==> config.mk <==
export PLATFORM = sky130hd
export DESIGN_NAME = counter_modn_cascade_en
export DESIGN_NICKNAME = d
export VERILOG_FILES = /design/src/rtl/counter_modn_cascade_en.sv
export SDC_FILE = /design/constraint.sdc
export NUM_CORES = 1
export LEC_CHECK = 0
export CELL_PAD_IN_SITES_DETAIL_PLACEMENT = 1
export CELL_PAD_IN_SITES_GLOBAL_PLACEMENT = 1
export CORE_UTILIZATION = 25
export CTS_CLUSTER_SIZE = 10
export DETAILED_ROUTE_END_ITERATION = 10
export PLACE_DENSITY_LB_ADDON = 0.15
export SYNTH_ARGS = -nofsm -noshare
export SYNTH_HDL_FRONTEND = slang
export SYNTH_SLANG_ARGS = --single-unit
==> constraint.sdc <==
create_clock -name clk -period 1.5 [get_ports clk]
set_input_delay 0.3 -clock clk [delete_from_list [all_inputs] [get_ports clk]]
set_output_delay 0.3 -clock clk [all_outputs]
set_load 0.02 [all_outputs]
==> src/rtl/counter_modn_cascade_en.sv <==
// -----------------------------------------------------------------------------
// counter_modn_cascade_en
//
// Multi-digit modulo-MOD counter with count enable, synchronous load and
// up/down direction. DIGITS digits of W bits are cascaded, with digit 0 the
// least significant. Typical uses are BCD displays, 0-59 timers and pixel/line
// sub-counters.
//
// Every digit counts modulo the same modulus, which must lie between 2 and
// 2**W inclusive; W sets the bit width of one digit and DIGITS sets how many
// digits are chained.
//
// Ports:
//   clk         rising-edge clock
//   i_sclr      synchronous active-high clear (highest priority)
//   i_en        count enable, one step per enabled cycle
//   i_dn        direction: 0 = up, 1 = down
//   i_load      synchronous load of i_load_val (ignores i_en)
//   i_load_val  load value, digit k at [k*W +: W]; digits >= MOD load as 0
//   o_cnt       registered count, digit k at [k*W +: W]
//   o_tc        combinational terminal count, chain into the next i_en
//   o_wrap      registered one-cycle pulse after the counter wraps
//
// Build option:
//   COUNTER_SATURATE_EN  when defined, the counter holds at its terminal value
//                        instead of wrapping and o_wrap stays 0.
// -----------------------------------------------------------------------------
module counter_modn_cascade_en #(
  parameter int MOD    = 10,
  parameter int W      = 4,
  parameter int DIGITS = 2
) (
  input  logic                  clk,
  input  logic                  i_sclr,
  input  logic                  i_en,
  input  logic                  i_dn,
  input  logic                  i_load,
  input  logic [DIGITS*W-1:0]   i_load_val,
  output logic [DIGITS*W-1:0]   o_cnt,
  output logic                  o_tc,
  output logic                  o_wrap
);

  localparam logic [W-1:0] DIG_MAX = W'(MOD - 1);
  localparam logic [W-1:0] DIG_ONE = W'(1);
  localparam logic [W-1:0] DIG_ZERO = {W{1'b0}};
  // One extra bit so that MOD == 2**W is still representable.
  localparam logic [W:0]   MOD_EXT = (W + 1)'(MOD);

  if ((MOD < 2) || (MOD > (2 ** W))) begin : g_bad_mod
    $error("counter_modn_cascade_en: MOD=%0d out of range for W=%0d", MOD, W);
  end

  logic [DIGITS*W-1:0] cnt_r;
  logic                wrap_r;

  logic [DIGITS-1:0]   at_max_s;
  logic [DIGITS-1:0]   at_zero_s;
  logic [DIGITS-1:0]   step_s;
  logic                term_s;
  logic [DIGITS*W-1:0] cnt_step_s;
  logic [DIGITS*W-1:0] cnt_nxt_s;
  logic [DIGITS*W-1:0] load_val_s;

  // Per-digit flags: digit sits at its top value or at zero.
  always_comb begin
    at_max_s  = {DIGITS{1'b0}};
    at_zero_s = {DIGITS{1'b0}};
    for (int k = 0; k < DIGITS; k++) begin
      at_max_s[k]  = (cnt_r[k*W +: W] == DIG_MAX);
      at_zero_s[k] = (cnt_r[k*W +: W] == DIG_ZERO);
    end
  end

  // Ripple enable: a digit steps when every lower digit is at its roll-over
  // value for the current direction. The full chain is the terminal flag.
  always_comb begin
    logic all_term;
    all_term = 1'b1;
    step_s   = {DIGITS{1'b0}};
    for (int k = 0; k < DIGITS; k++) begin
      step_s[k] = i_en & all_term;
      if (i_dn) begin
        all_term = all_term & at_zero_s[k];
      end else begin
        all_term = all_term & at_max_s[k];
      end
    end
    term_s = all_term;
  end

  // Terminal count is zero-latency so a following instance can use it as i_en.
  always_comb begin
    o_tc = i_en & ~i_load & ~i_sclr & term_s;
  end

  // Per-digit increment/decrement with modulo roll-over.
  always_comb begin
    cnt_step_s = cnt_r;
    for (int k = 0; k < DIGITS; k++) begin
      if (step_s[k]) begin
        if (i_dn) begin
          if (at_zero_s[k]) begin
            cnt_step_s[k*W +: W] = DIG_MAX;
          end else begin
            cnt_step_s[k*W +: W] = cnt_r[k*W +: W] - DIG_ONE;
          end
        end else begin
          if (at_max_s[k]) begin
            cnt_step_s[k*W +: W] = DIG_ZERO;
          end else begin
            cnt_step_s[k*W +: W] = cnt_r[k*W +: W] + DIG_ONE;
          end
        end
      end else begin
        cnt_step_s[k*W +: W] = cnt_r[k*W +: W];
      end
    end
  end

  // Enabled next value: wrap normally, or hold at terminal when saturating.
  always_comb begin
    cnt_nxt_s = cnt_step_s;
`ifdef COUNTER_SATURATE_EN
    if (term_s) begin
      cnt_nxt_s = cnt_r;
    end else begin
      cnt_nxt_s = cnt_step_s;
    end
`endif
  end

  // Load value with out-of-range digits forced to zero.
  always_comb begin
    load_val_s = {(DIGITS*W){1'b0}};
    for (int k = 0; k < DIGITS; k++) begin
      if ({1'b0, i_load_val[k*W +: W]} < MOD_EXT) begin
        load_val_s[k*W +: W] = i_load_val[k*W +: W];
      end else begin
        load_val_s[k*W +: W] = DIG_ZERO;
      end
    end
  end

  // Count and wrap-pulse registers; priority clear > load > enable.
  always_ff @(posedge clk) begin
    if (i_sclr) begin
      cnt_r  <= {(DIGITS*W){1'b0}};
      wrap_r <= 1'b0;
    end else if (i_load) begin
      cnt_r  <= load_val_s;
      wrap_r <= 1'b0;
    end else if (i_en) begin
      cnt_r  <= cnt_nxt_s;
`ifdef COUNTER_SATURATE_EN
      wrap_r <= 1'b0;
`else
      // Enabled, no clear/load: term_s here is exactly o_tc.
      wrap_r <= term_s;
`endif
    end else begin
      cnt_r  <= cnt_r;
      wrap_r <= 1'b0;
    end
  end

  assign o_cnt  = cnt_r;
  assign o_wrap = wrap_r;

endmodule

=== Word level (Yosys, flattened, before mapping) ===
Index checks and enable logic that the tools add are counted.

* Bitwise operators: 9
* Multiplexer cells: 13
* Add/sub/neg operators: 4
* Equal/unequal tests: 2
* Order comparisons: 2
* Reduce and logical (&&, ||, !) cells: 6

{| class="wikitable"
|+ Operators by type and width
! kind !! count
|-
| 4-bit two-way mux || 9
|-
| 8-bit two-way mux || 2
|-
| 4-bit by 1-bit adder with 4-bit output, second input constant || 2
|-
| 4-bit == test, second input constant || 2
|-
| 4-bit zero test || 2
|-
| 4-bit < comparator, second input constant || 2
|-
| 4-bit by 1-bit subtractor with 4-bit output, second input constant || 2
|-
| 1-bit bitwise AND || 6
|-
| 2-bit nonzero test || 2
|-
| 1-bit inverter || 3
|-
| 3-bit OR reduction || 1
|-
| 1-bit two-way mux || 2
|-
| 2-bit AND reduction || 1
|}

* Logic and storage cells: 39
* Output and inout port bits: 10
* Register bits after elaboration: 9

=== Longest topological paths before layout ===
* Word-level depth: 6
* Mapped depth: 5
* Gate-level depth less buffers: 4

=== Worst setup path after synthesis ===
Ideal clock, no wire load.

* Path kind: register to register
* Start point: reg cnt_r[0], in the netlist o_cnt[0]
* End point: reg cnt_r[6], in the netlist o_cnt[6]
* Setup slack: -14 ps
* Data arrival time: 1,451 ps
* Library setup time: 62 ps
* Period minus slack after synthesis: 1,514 ps
* Path buffers: 0
* Stages on the path, launching flop included: 5
* Cells stage by stage: dfxtp_1 > and3b_1 > o21ai_2 > or4b_1 > nand3_1

* Longest elaborated chain between the ends: 5
* Elaborated cells on any way between the ends: 6

{| class="wikitable"
|+ RTL lines
! what !! line !! text
|-
| start, declared || 54 || <nowiki>logic [DIGITS*W-1:0] cnt_r;</nowiki>
|-
| start signal, assigned || 148 || <nowiki>cnt_r <= {(DIGITS*W){1'b0}};</nowiki>
|-
| start signal, assigned || 151 || <nowiki>cnt_r <= load_val_s;</nowiki>
|-
| start signal, assigned || 154 || <nowiki>cnt_r <= cnt_nxt_s;</nowiki>
|-
| 4-bit == test or 4-bit zero test (tied branches) || 70, 71 ||
|-
| 1-bit two-way mux * || 83 || <nowiki>if (i_dn) begin</nowiki>
|-
| 1-bit bitwise AND * || 82 || <nowiki>step_s[k] = i_en & all_term;</nowiki>
|-
| 2-bit nonzero test (no line) * || -- ||
|-
| 2-bit AND reduction (no line) * || -- ||
|}

Mark *: on every way between the ends. The rest lies on a longest branch, timed or not.
A chain may end at the register's enable or synchronous reset.

=== Final worst setup path ===
* Start point: reg cnt_r[4], in the netlist o_cnt[4]
* End point: out o_tc

* Longest elaborated chain between the ends: 4
* Elaborated cells on any way between the ends: 6

{| class="wikitable"
|+ RTL lines
! what !! line !! text
|-
| 4-bit == test or 4-bit zero test (tied branches) || 70, 71 ||
|-
| 1-bit bitwise AND (on tied branches) || 86, 84 ||
|-
| 1-bit two-way mux * || 83 ||
|-
| 1-bit bitwise AND * || 94 || <nowiki>o_tc = i_en & ~i_load & ~i_sclr & term_s;</nowiki>
|-
| end, declared || 40 || <nowiki>output logic o_tc,</nowiki>
|}

Marks and branches as above.

==> reports/qor.yml <==
status: "finished with violations"
violations: "negative setup slack"
end_kind: "output pin"
coreArea_um2: 2734
drtAntennaViolNets: 0
worst_pin_slew_ns: 0.2898
drv_slew: 0
synth_cells: 91
path_clk_slew_ns: 0.08
path_class: "register to output pin"
syn_nets: 104
clk_latency_ns: 0.27
antenna_found_initial: 0
synth-seq-cells: 9
grt_pass1_vias: 935
fillCellCount: 325
initial_utilization_pct: 26.41
dp_hpwl_mm: 1.980
drt-initial-drc-count: 6
synth_area_per_cell_um2: 7.933
synth_warnings: 0
cts.sinks: 9
maxCapViolations: 0
hold_path.class: "input pin to register"
diodes: 0
utilization_pct: 46.68
wirelength_mm: 2.590
ir_drop_mv: 0.3590
arrival_ns: 1.24
drc_errors: 0
areaGrowthSynthToFinish_pct: 76.78
nets: 154
relSlewSlack_pct: 80.51
finalHoldViolations: 0
netlist.area_leader.share_pct: 24.96
synth.distinct_cells: 37
timing.critical_path.fanout_max: 4
grt-ovfl-total: 0
synth_edf_count: 0
synthArstFlopShare_pct: 0
required_ns: 1.20
fmax_mhz: 650.6
numCtsBuffers: 3
layout-drive-gt1-share_pct: 37.86
ctsHoldBuffers: 0
num_rows: 19
post-place-ws_ns: -0.7126
layout_common_cells: "buf_4, a21oi_1, clkdlybuf4s50_1, dlygate4sd2_1"
area.sequential_um2: 183.9
worstSetupStartpointType: "register"
seq_area_frac_synth_pct: 24.96
cts_tree: "built"
synth_area_leaders: "dfxtp_1, nor3b_2, a21oi_1, o21ai_0, a211oi_1"
io_pins: 23
portBuffers: 22
period_share_pct: 102.5
syn_area_um2: 721.9
final_common_cell: "buf_4"
rsz0062_at_grt: "true"
multi_input_comb_area_um2: 564.3
cts_root_buffer: "clkbuf_4"
grt_util_all_layers_pct: 17.27
synth_top_cell_by_area: "dfxtp_1"
die-area_um2: 3106
synth_ff_type: "dfxtp_1"
vias_per_cell: 5.222
drt_first_pass_iters: 2
place_congestion: 0.7592
cts_max_path_buffers: 2
vias: 893
leakage_nw: 0.5971
layout_setup_ws_ns: -0.03713
finalClockSkew_ns: 0.01329
die_h_um: 55.74
power.density_nw_per_um2: 617.5
period_needed_ns: 1.537
grt_max_degree: 11
htree_levels: 1
setup_violations: 1
die_w_um: 55.74
grt_first_pass_wirelength_mm: 4.209
avgRoutedWirePerCell_um: 15.15
==> routing by layer <==
layer,vias to the layer above,part of all wire [%],track usage [%]
met5,-,0,0
met4,0,0.73,2.500
met3,2,3.8,4.884
met2,16,54,32.87
met1,439,42,19.23
li1,436,-,-
==> Yosys cell counts, types with 2 or more instances <==
library cell and count:
or3_1 2, nor3_1 3, and3b_1 3, xor2_1 2, nor2_1 7, o21ai_0 8, inv_1 4, nor3b_2 4
nand2_1 2, clkbuf_1 3, nand3_1 4, xnor2_1 3, a211oi_1 4, o211ai_1 2, nor2b_1 2, dfxtp_1 9
a211o_1 2, a21oi_1 8
==> path summary, 6_finish.rpt <==
path / startpoint / end / slack [ns] / cells after the start
worst max-delay path: o_cnt[4] / o_tc / -0.04 / 5
worst min-delay path: i_load / o_wrap / 0.40 / 4
worst max register to register: o_cnt[1] / o_cnt[6] / 0.06 / 5
worst min register to register: o_cnt[6] / o_wrap / 0.56 / 3
==> stage by stage <==
stage | hold slack (ns) | area [µm²] | power (mW) | TNS, ns | instances
6_report | 0.4019 | 1276 | 0.7880 | -0.03713 | 171
5_1_grt | 0.4208 | 1276 | 0.8328 | -0.1227 | 171
4_1_cts | 0.5564 | 1157 | 0.7543 | -0.05084 | 165
3_5_place_dp | 0.5795 | 1129 | 0.5621 | -3.716 | 161
3_3_place_gp | 0.5605 | 1129 | 0.5539 | -3.062 | 161
2_1_floorplan | 0.4090 | 725.7 | 0.4116 | 0 | 91
==> cells by family (layout without fill, tap and decap cells) <==
family	count (synthesis)	in the layout	synth area share [%]
DFF	9	9	24.96
and+or+nand+nor	33	33	29.81
AOI/OAI and AO/OA	32	32	30.16
buffers and inverters	10	59	6.064
xor gates and xnor gates	5	5	6.067
muxes	2	2	2.946
==> where the power goes <==
group | switching [mW] | total (mW) | leakage, nW | internal (mW)
registers | 0.0164 | 0.272 | 0.0750 | 0.255
clock network | 0.0948 | 0.197 | 0.0150 | 0.103
logic | 0.149 | 0.319 | 0.507 | 0.170
total | 0.260 | 0.788 | 0.597 | 0.528
==> flip-flops by register name, indices dropped and copies added, names as in the netlist <==
register	count
o_cnt	8
o_wrap	1
==> cell type report <==
type / count / share of cell area, %
clock buffers: 4 / 2.059
inverters: 4 / 1.176
multi-input cells: 72 / 44.22
flip-flops and latches: 9 / 14.41
well taps: 31 / 3.039
repair buffers: 51 / 35.10
==> worst max-delay path, stage by stage, from the launching register on <==
cell and delay, ns:
dfxtp_2 0.34, nand2b_4 0.14, o21ai_2 0.14, nand3_2 0.11
nor2_2 0.13, buf_6 0.12
==> repair_timing <==
| item | CTS | global route |
|---|---|---|
| pin swaps | 0 | 6 |
| gates cloned | 0 | 0 |
| gates resized for setup | 20 | 23 |
| setup buffers | 0 | 6 |
| endpoints found under the setup margin | 15 | 9 |
Power figures use the tool's default switching activity.
